--- src/rtl/overlay_pkg.sv ---
// Shared overlay definitions: colour constants, emblem FSM states, default shield rows.
// No logic, no latency, no flow control.
// Imported by every overlay block that needs the colour key or the shield geometry.
package overlay_pkg;

    localparam logic [5:0] TRANSPARENT = 6'b100001;
    localparam logic [5:0] BLACK       = 6'b000000;
    localparam logic [5:0] GOLD        = 6'b111000;
    localparam logic [5:0] RED         = 6'b110000;
    localparam logic [5:0] WHITE       = 6'b111111;

    localparam int SHIELD_TOP_DEF = 144;
    localparam int SHIELD_BOT_DEF = 320;

    typedef enum logic [1:0] {
        ST_IDLE   = 2'd0,
        ST_REVEAL = 2'd1,
        ST_HOLD   = 2'd2,
        ST_WIPE   = 2'd3
    } emblem_state_t;

    function automatic logic is_keyed(input logic [5:0] colour);
        return colour == TRANSPARENT;
    endfunction

endpackage

--- src/rtl/emblem_reveal_ctrl_frame_timer.sv ---
// Frame counter: counts tick pulses while enabled, clear has priority, tc at TERMINAL.
// Latency: count updates one clock after the tick; tc is combinational from the count.
// No backpressure; the count stops at TERMINAL until cleared.
module frame_timer #(
    parameter int WIDTH    = 7,
    parameter int TERMINAL = 119
) (
    input  logic clk,
    input  logic rst_n,
    input  logic clr,
    input  logic en,
    input  logic tick,
    output logic tc
);

    logic [WIDTH-1:0] cnt;

    assign tc = (cnt == WIDTH'(TERMINAL));

    always_ff @(posedge clk) begin
        if (!rst_n) begin
            cnt <= '0;
        end else if (clr) begin
            cnt <= '0;
        end else if (en && tick && !tc) begin
            cnt <= cnt + 1'b1;
        end
    end

endmodule

--- src/rtl/emblem_reveal_ctrl.sv ---
// Emblem reveal/hold/wipe controller and pixel compositor; EMBLEM_AUTO_REPEAT_EN re-arms after idle.
// Latency: rgb_out is exactly 1 clock behind the pixel inputs; state moves on frame_start.
// No backpressure: pixel stream is free-running, control pulses are single-clock.
module emblem_reveal_ctrl
    import overlay_pkg::*;
#(
    parameter int REVEAL_STEP = 4,
    parameter int HOLD_FRAMES = 120,
    parameter int SHIELD_TOP  = SHIELD_TOP_DEF,
    parameter int SHIELD_BOT  = SHIELD_BOT_DEF
) (
    input  logic       clk,
    input  logic       rst_n,
    input  logic [9:0] x,
    input  logic [9:0] y,
    input  logic       active,
    input  logic       frame_start,
    input  logic       trigger,
    input  logic       hide,
    input  logic [5:0] emblem_rgb,
    input  logic [5:0] bg_rgb,
    output logic [5:0] rgb_out,
    output logic       busy,
    output logic [1:0] state
);

    localparam int         HW     = $clog2(HOLD_FRAMES + 1);
    localparam logic [9:0] TOP_L  = 10'(SHIELD_TOP);
    localparam logic [9:0] BOT_L  = 10'(SHIELD_BOT);
    localparam logic [9:0] STEP_L = 10'(REVEAL_STEP);

    emblem_state_t st, st_nxt;
    logic [9:0]    reveal_line, line_nxt;
    logic [5:0]    pix_nxt;
    logic          tmr_clr, tmr_en, tmr_tc;
    logic          unused_x;

    // The wipe is purely row-based, so the column carries no information here.
    assign unused_x = ^x;

`ifdef EMBLEM_AUTO_REPEAT_EN
    logic arm;

    always_ff @(posedge clk) begin
        if (!rst_n || hide) begin
            arm <= 1'b0;
        end else if (st == ST_WIPE && st_nxt == ST_IDLE) begin
            arm <= 1'b1;
        end
    end

    assign tmr_en = (st == ST_HOLD) || (st == ST_IDLE && arm);
`else
    assign tmr_en = (st == ST_HOLD);
`endif

    // One timer serves both the hold period and the idle re-arm period.
    assign tmr_clr = hide || (st_nxt != st);

    frame_timer #(
        .WIDTH    (HW),
        .TERMINAL (HOLD_FRAMES - 1)
    ) u_frame_timer (
        .clk   (clk),
        .rst_n (rst_n),
        .clr   (tmr_clr),
        .en    (tmr_en),
        .tick  (frame_start),
        .tc    (tmr_tc)
    );

    always_ff @(posedge clk) begin
        if (!rst_n) begin
            st          <= ST_IDLE;
            reveal_line <= TOP_L;
        end else begin
            st          <= st_nxt;
            reveal_line <= line_nxt;
        end
    end

    // Limits are compared before stepping so the 10-bit line never wraps.
    always_comb begin
        st_nxt   = st;
        line_nxt = reveal_line;
        if (hide) begin
            st_nxt   = ST_IDLE;
            line_nxt = TOP_L;
        end else begin
            unique case (st)
                ST_IDLE: begin
                    if (trigger) begin
                        st_nxt   = ST_REVEAL;
                        line_nxt = TOP_L;
                    end
`ifdef EMBLEM_AUTO_REPEAT_EN
                    else if (arm && frame_start && tmr_tc) begin
                        st_nxt   = ST_REVEAL;
                        line_nxt = TOP_L;
                    end
`endif
                end
                ST_REVEAL: begin
                    if (frame_start) begin
                        if (reveal_line >= BOT_L - STEP_L) begin
                            line_nxt = BOT_L;
                            st_nxt   = ST_HOLD;
                        end else begin
                            line_nxt = reveal_line + STEP_L;
                        end
                    end
                end
                ST_HOLD: begin
                    if (frame_start && tmr_tc) begin
                        st_nxt = ST_WIPE;
                    end
                end
                ST_WIPE: begin
                    if (frame_start) begin
                        if (reveal_line <= TOP_L + STEP_L) begin
                            line_nxt = TOP_L;
                            st_nxt   = ST_IDLE;
                        end else begin
                            line_nxt = reveal_line - STEP_L;
                        end
                    end
                end
                default: st_nxt = ST_IDLE;
            endcase
        end
    end

    // hide also blanks the pixel sampled in its own clock, so nothing leaks past it.
    always_comb begin
        busy    = (st != ST_IDLE);
        state   = st;
        pix_nxt = BLACK;
        if (active && st != ST_IDLE && !hide && y < reveal_line && !is_keyed(emblem_rgb)) begin
            pix_nxt = emblem_rgb;
        end else if (active) begin
            pix_nxt = bg_rgb;
        end
    end

    always_ff @(posedge clk) begin
        if (!rst_n) begin
            rgb_out <= BLACK;
        end else begin
            rgb_out <= pix_nxt;
        end
    end

endmodule
--- config.mk ---
export PLATFORM = sky130hd
export DESIGN_NAME = emblem_reveal_ctrl
export DESIGN_NICKNAME = d
export VERILOG_FILES = /design/src/rtl/overlay_pkg.sv /design/src/rtl/emblem_reveal_ctrl_frame_timer.sv /design/src/rtl/emblem_reveal_ctrl.sv
export SDC_FILE = /design/constraint.sdc
export NUM_CORES = 1
export LEC_CHECK = 0
export BUFFER_PORTS_ARGS = -buffer_cell sky130_fd_sc_hd__clkbuf_2
export CORE_AREA = 2 2 66 80
export DETAILED_ROUTE_END_ITERATION = 8
export DIE_AREA = 0 0 68 82
export SLEW_MARGIN = 20
export SYNTH_ARGS = -nofsm -noshare
export SYNTH_HDL_FRONTEND = slang
export SYNTH_HIERARCHICAL = 1
export SYNTH_SLANG_ARGS = --single-unit
--- constraint.sdc ---
create_clock -name clk -period 5.5 [get_ports clk]
set_clock_uncertainty 0.1 [all_clocks]
set_input_delay 1.1 -clock clk [delete_from_list [all_inputs] [get_ports clk]]
set_output_delay 1.1 -clock clk [all_outputs]
set_load 0.005 [all_outputs]
* After elaboration in Yosys (flattened, before gate mapping) *
Cells that the tools add are included.

storage, ports and cells
  bits of input ports = 38
  word-level logic and storage cells = 53
  bits in registers = 25
  output and inout port bits = 9

operators by class
  equality and inequality tests = 9
  mux-type cells = 16
  reductions and logical operators = 17
  add/sub/neg operators = 3
  bitwise gates (word level) = 1
  magnitude comparators = 3

operators by type and width
  kind                     number
  $mux W10                 5
  $pmux W10 S3             1
  $mux W2                  7
  $mux W6                  2
  $add A10 B3 Y10 const B  1
  $ge A10 B9 Y1 const B    1
  $le A10 B8 Y1 const B    1
  $lt A10 B10 Y1           1
  $sub A10 B3 Y10 const B  1
  $pmux W2 S4              1
  $add A7 B1 Y7 const B    1
  $eq A7 B7 Y1 const B     1
  $logic_and A1 B1 Y1      7
  $eq A6 B6 Y1 const B     1
  $ne A2 B2 Y1 const B     3
  $eq A2 B2 Y1 const B     2
  $reduce_and A4 Y1        1
  $reduce_or A2 Y1         2
  $logic_not A1 Y1         3
  $reduce_bool A3 Y1       1
  $eq A2 B1 Y1 const B     1
  $logic_not A2 Y1         1
  $ne A2 B2 Y1             1
  $reduce_bool A2 Y1       1
  2 further kinds          2

* Longest topological paths before layout *
  depth in word-level cells = 8
  depth in mapped cells = 11
  gate-level depth less buffers = 10

* Hierarchy *
Netlist, hierarchy kept.

by module, submodules not included
  module              cells each  times used  sequential area each (µm²)  area each (µm²)
  emblem_reveal_ctrl  161         1           320.3                       1346.3
  frame_timer         42          1           140.1                       369.1

* Least setup slack after synthesis *
Ideal clock, no wire load.

  path type = in2reg
  start = in y[9]
  end = reg rgb_out[0]
  required time = 5.328 ns
  stages on the path = 6
  setup time = 0.072 ns
  buffers on the path = 0
  path slack = 2.871 ns
  data arrival time = 2.457 ns
  cells stage by stage = ha_1 > and4_4 > nand2_1 > nand4_2 > a311oi_4 > mux2i_1

between the ends
  word-level cells in the longest chain between the ends = 4

RTL lines
  element                           RTL line                   RTL
  from (decl)                       emblem_reveal_ctrl.sv:15   input logic [9:0] y,
  $lt A10 B10 Y1                    emblem_reveal_ctrl.sv:138  if (active && st != ST_IDLE && !hide && y < reveal_line && !is_keyed(emblem_rgb)) begin
  $logic_and A1 B1 Y1 (2 in a row)  emblem_reveal_ctrl.sv:138
  $mux W6                           emblem_reveal_ctrl.sv:138
  to (signal assigned)              emblem_reveal_ctrl.sv:149  rgb_out <= pix_nxt;
  to (decl)                         emblem_reveal_ctrl.sv:22   output logic [5:0] rgb_out,

Every way passes these cells.
A chain may end at the register's enable or synchronous reset.

* Worst setup path after layout *
  start = reg reveal_line[2]
  end = reg u_frame_timer.cnt[2]

between the ends
  word-level cells in the longest chain between the ends = 8
  elaborated cells between the ends (all ways) = 11
  classes of those cells = order compare: 2; eq/ne: 1; mux: 6; reduce/logical: 2

RTL lines
  element                                         RTL line                                              RTL
  from (decl)                                     emblem_reveal_ctrl.sv:33                              logic [9:0] reveal_line, line_nxt;
  from (signal assigned)                          emblem_reveal_ctrl.sv:78                              reveal_line <= line_nxt;
  $le A10 B8 Y1 or $ge A10 B9 Y1 (tied branches)  emblem_reveal_ctrl.sv:120, emblem_reveal_ctrl.sv:105
  $mux W2, on equally long branches               emblem_reveal_ctrl.sv:120, emblem_reveal_ctrl.sv:105
  $mux W2, on equally long branches               emblem_reveal_ctrl.sv:119, emblem_reveal_ctrl.sv:104
  $pmux W2 S4 *                                   emblem_reveal_ctrl.sv:90                              unique case (st)
  $mux W2 *                                       emblem_reveal_ctrl.sv:86                              if (hide) begin
  $ne A2 B2 Y1 *                                  emblem_reveal_ctrl.sv:58                              assign tmr_clr = hide || (st_nxt != st);
  $logic_or A1 B1 Y1 *                            emblem_reveal_ctrl.sv:58
  via tmr_clr                                     emblem_reveal_ctrl.sv:35                              logic tmr_clr, tmr_en, tmr_tc;
  $reduce_or A2 Y1 (no line) *                    --
  to (signal assigned)                            emblem_reveal_ctrl_frame_timer.sv:26                  cnt <= cnt + 1'b1;
  to (decl)                                       emblem_reveal_ctrl_frame_timer.sv:16                  logic [WIDTH-1:0] cnt;

Mark *: on every way through the listed nets, which the timed path passes. The rest lies on a longest branch.

==> impl_metrics.yaml <==
sta:
  period_minus_slack_ns: 2.65
  layout_setup_ws_ns: 2.85
  slew_headroom_pct: 59.8
  worstMarginPinSlew_ns: 0.601
  max_freq_mhz: 377
  setup_violations: 0
  finalHoldViolations: 0
  tns_ns: 0
  report.final.slew_viol_count: 0
  hold_slack_ns: 0.391
  fin_crit_sh_pct: 48.3
  rsz0062_at_grt: "no"
synthesis:
  synth_top_cells_by_area: "dfxtp_1, ha_1, mux2i_1"
  synth-main-ff-cell: "dfxtp_1"
  yosysSeqAreaShare_pct: 26.8
  synth_commonest_cells: "dfxtp_1, nand2_1, nand3_1"
  yosysUniqueCellTypes: 60
  post-synth-top-area-cell: "dfxtp_1"
  yosys_warnings: 6
  synth_edf_count: 0
  synth_top_area_share_pct: 26.8
  synthArstFlopShare_pct: 0
  syn_area_um2: 1720
  syn_inst: 203
  ys_ff_latch: 23
  synth_fp_nets: 254
  avgSynthCellArea_um2: 8.45
setup_path:
  arrival_ns: 2.77
  cp.required_ns: 5.62
  start_kind: "flop"
  critical_path_class: "reg -> reg"
  path_max_fanout: 10
  r2r_cells: 9
  cp-end-kind: "flop"
pwr:
  leakagePower_uw: 0.000741
  powerDensity_nw_per_um2: 168
  p_total_uw: 328
  vdd_drop_max_v: 0.0000803
floorplanning:
  row_count: 28
  fp.coreArea_um2: 4830
  die_h_um: 82
  dieArea_um2: 5580
  die_x_um: 68
  ios: 47
  initial_core_util_pct: 35.5
detailed_routing:
  route.detailed.drc: 0
  drtAntennaViolNets: 0
  vias: 1593
  drt_wl_total_mm: 4.05
  drtIter0Drc: 56
  viasPerCell: 5.42
  firstDrtPassIters: 4
  wl_per_cell_um: 13.8
clock_network:
  clock-sinks: 23
  clk_pin_slew_ns: 0.09
  cts_inserted_buffers: 3
  cts-resized-gates: 0
  clk_latency_ns: 0.27
  cts_hold_buf: 0
  cts_max_level: 1
  cts_root_buf: "clkbuf_8"
  cts_tree: "done"
  postCtsSetupRepairBufs: 0
  clock_path_buffers: 2
flow_run:
  max-cap-violations: 0
grt:
  grt_max_degree: 16
  grt_pass1_vias: 1543
  antenna_found_initial: 0
  grt_pass1_wl_mm: 6.70
  grt.overflow.total: 0
  grt.total_usage_pct: 15.3
final_layout:
  area_delta_synth_final_pct: 13.8
  drive_gt1_share_pct: 24.4
  final_util_pct: 40.4
  finalNetCount: 286
  antennaDiodeCount: 0
placed_design:
  port_buffers: 34
  dp_hpwl_mm: 3.09
  dp_slack_ns: 2.57
  place_congestion: 0.855
hold_path:
  holdCritPathClass: "reg -> reg"
  holdPathStages: 2
outcome:
  status: "complete, no violations"
power by group:
group,internal [uW],leakage [uW],switching (uW),total [uW]
clock,51.9,0.0000228,58.5,110
sequential,169,0.000187,2.76,172
combinational,20.4,0.000531,25.7,46.1
total,241,0.000741,87.0,328
critical path, stage by stage (launching register included):
cell,delay [ns]
dfxtp_1,0.52
inv_1,0.14
ha_1,0.26
and4bb_2,0.37
nor3_4,0.07
mux2i_1,0.12
o21ai_0,0.09
nor2b_1,0.49
o21ai_0,0.17
o21ba_2,0.26
metrics by stage:
| stage | cells | instance area, um2 |
|---|---|---|
| final | 294 | 1950 |
| after global routing | 294 | 1950 |
| after detailed placement | 290 | 1910 |
| after global placement | 290 | 1910 |
| after CTS | 294 | 1950 |
| after floorplan | 203 | 1720 |
cell families (layout without fill, tap and decap cells):
group                      after synthesis  in the layout  synth area share, %
muxes                                    9              9                 5.25
DFF                                     23             23                 26.8
xor gates and xnor gates                 3              3                 1.53
buffers and inverters                   17             48                 5.32
AOI/OAI and AO/OA                       53             53                 23.1
and+or+nand+nor                         85             85                 28.4
adders and majority gates               13             13                 9.48
registers in the layout (all words and copies together), names as in the netlist:
name and cells:
state 2, u_frame_timer/cnt 7, reveal_line 8, rgb_out 6
metal layers:
metal	up-vias	GRT usage (%)	routed length (um)
li1	802	-	-
met1	744	17.8	1830
met2	43	27.7	2000
met3	4	2.60	178
met4	0	5.00	36
met5	-	0	0
final cells by class:
cell class | count | area [um2]
repair buffers | 34 | 170
well taps | 60 | 75.1
flip-flops and latches | 23 | 460
inverters | 10 | 37.5
fillers | 514 | 2880
multi-input cells | 163 | 1160
clock buffers | 4 | 45.0
cell usage in the layout (no fill, tap or decap), drive strengths merged, types with 4 or more instances in the layout:
cell type / n
mux2i: 9
o21ai: 12
dfxtp: 23
ha: 13
clkbuf: 38
nand3: 16
nand2: 24
a21oi: 14
inv: 10
nor3: 4
nor2: 15
worst paths after layout:
path                                           from                                 to  slack, ns
hold / removal    u_frame_timer/cnt[6]$_SDFFE_PP0P_  u_frame_timer/cnt[6]$_SDFFE_PP0P_       0.39
setup reg to reg        reveal_line[2]$_SDFFE_PP0P_  u_frame_timer/cnt[2]$_SDFFE_PP0P_       2.85
hold reg to reg   u_frame_timer/cnt[6]$_SDFFE_PP0P_  u_frame_timer/cnt[6]$_SDFFE_PP0P_       0.39
setup / recovery        reveal_line[2]$_SDFFE_PP0P_  u_frame_timer/cnt[2]$_SDFFE_PP0P_       2.85
(Power assumes the default switching activity.)
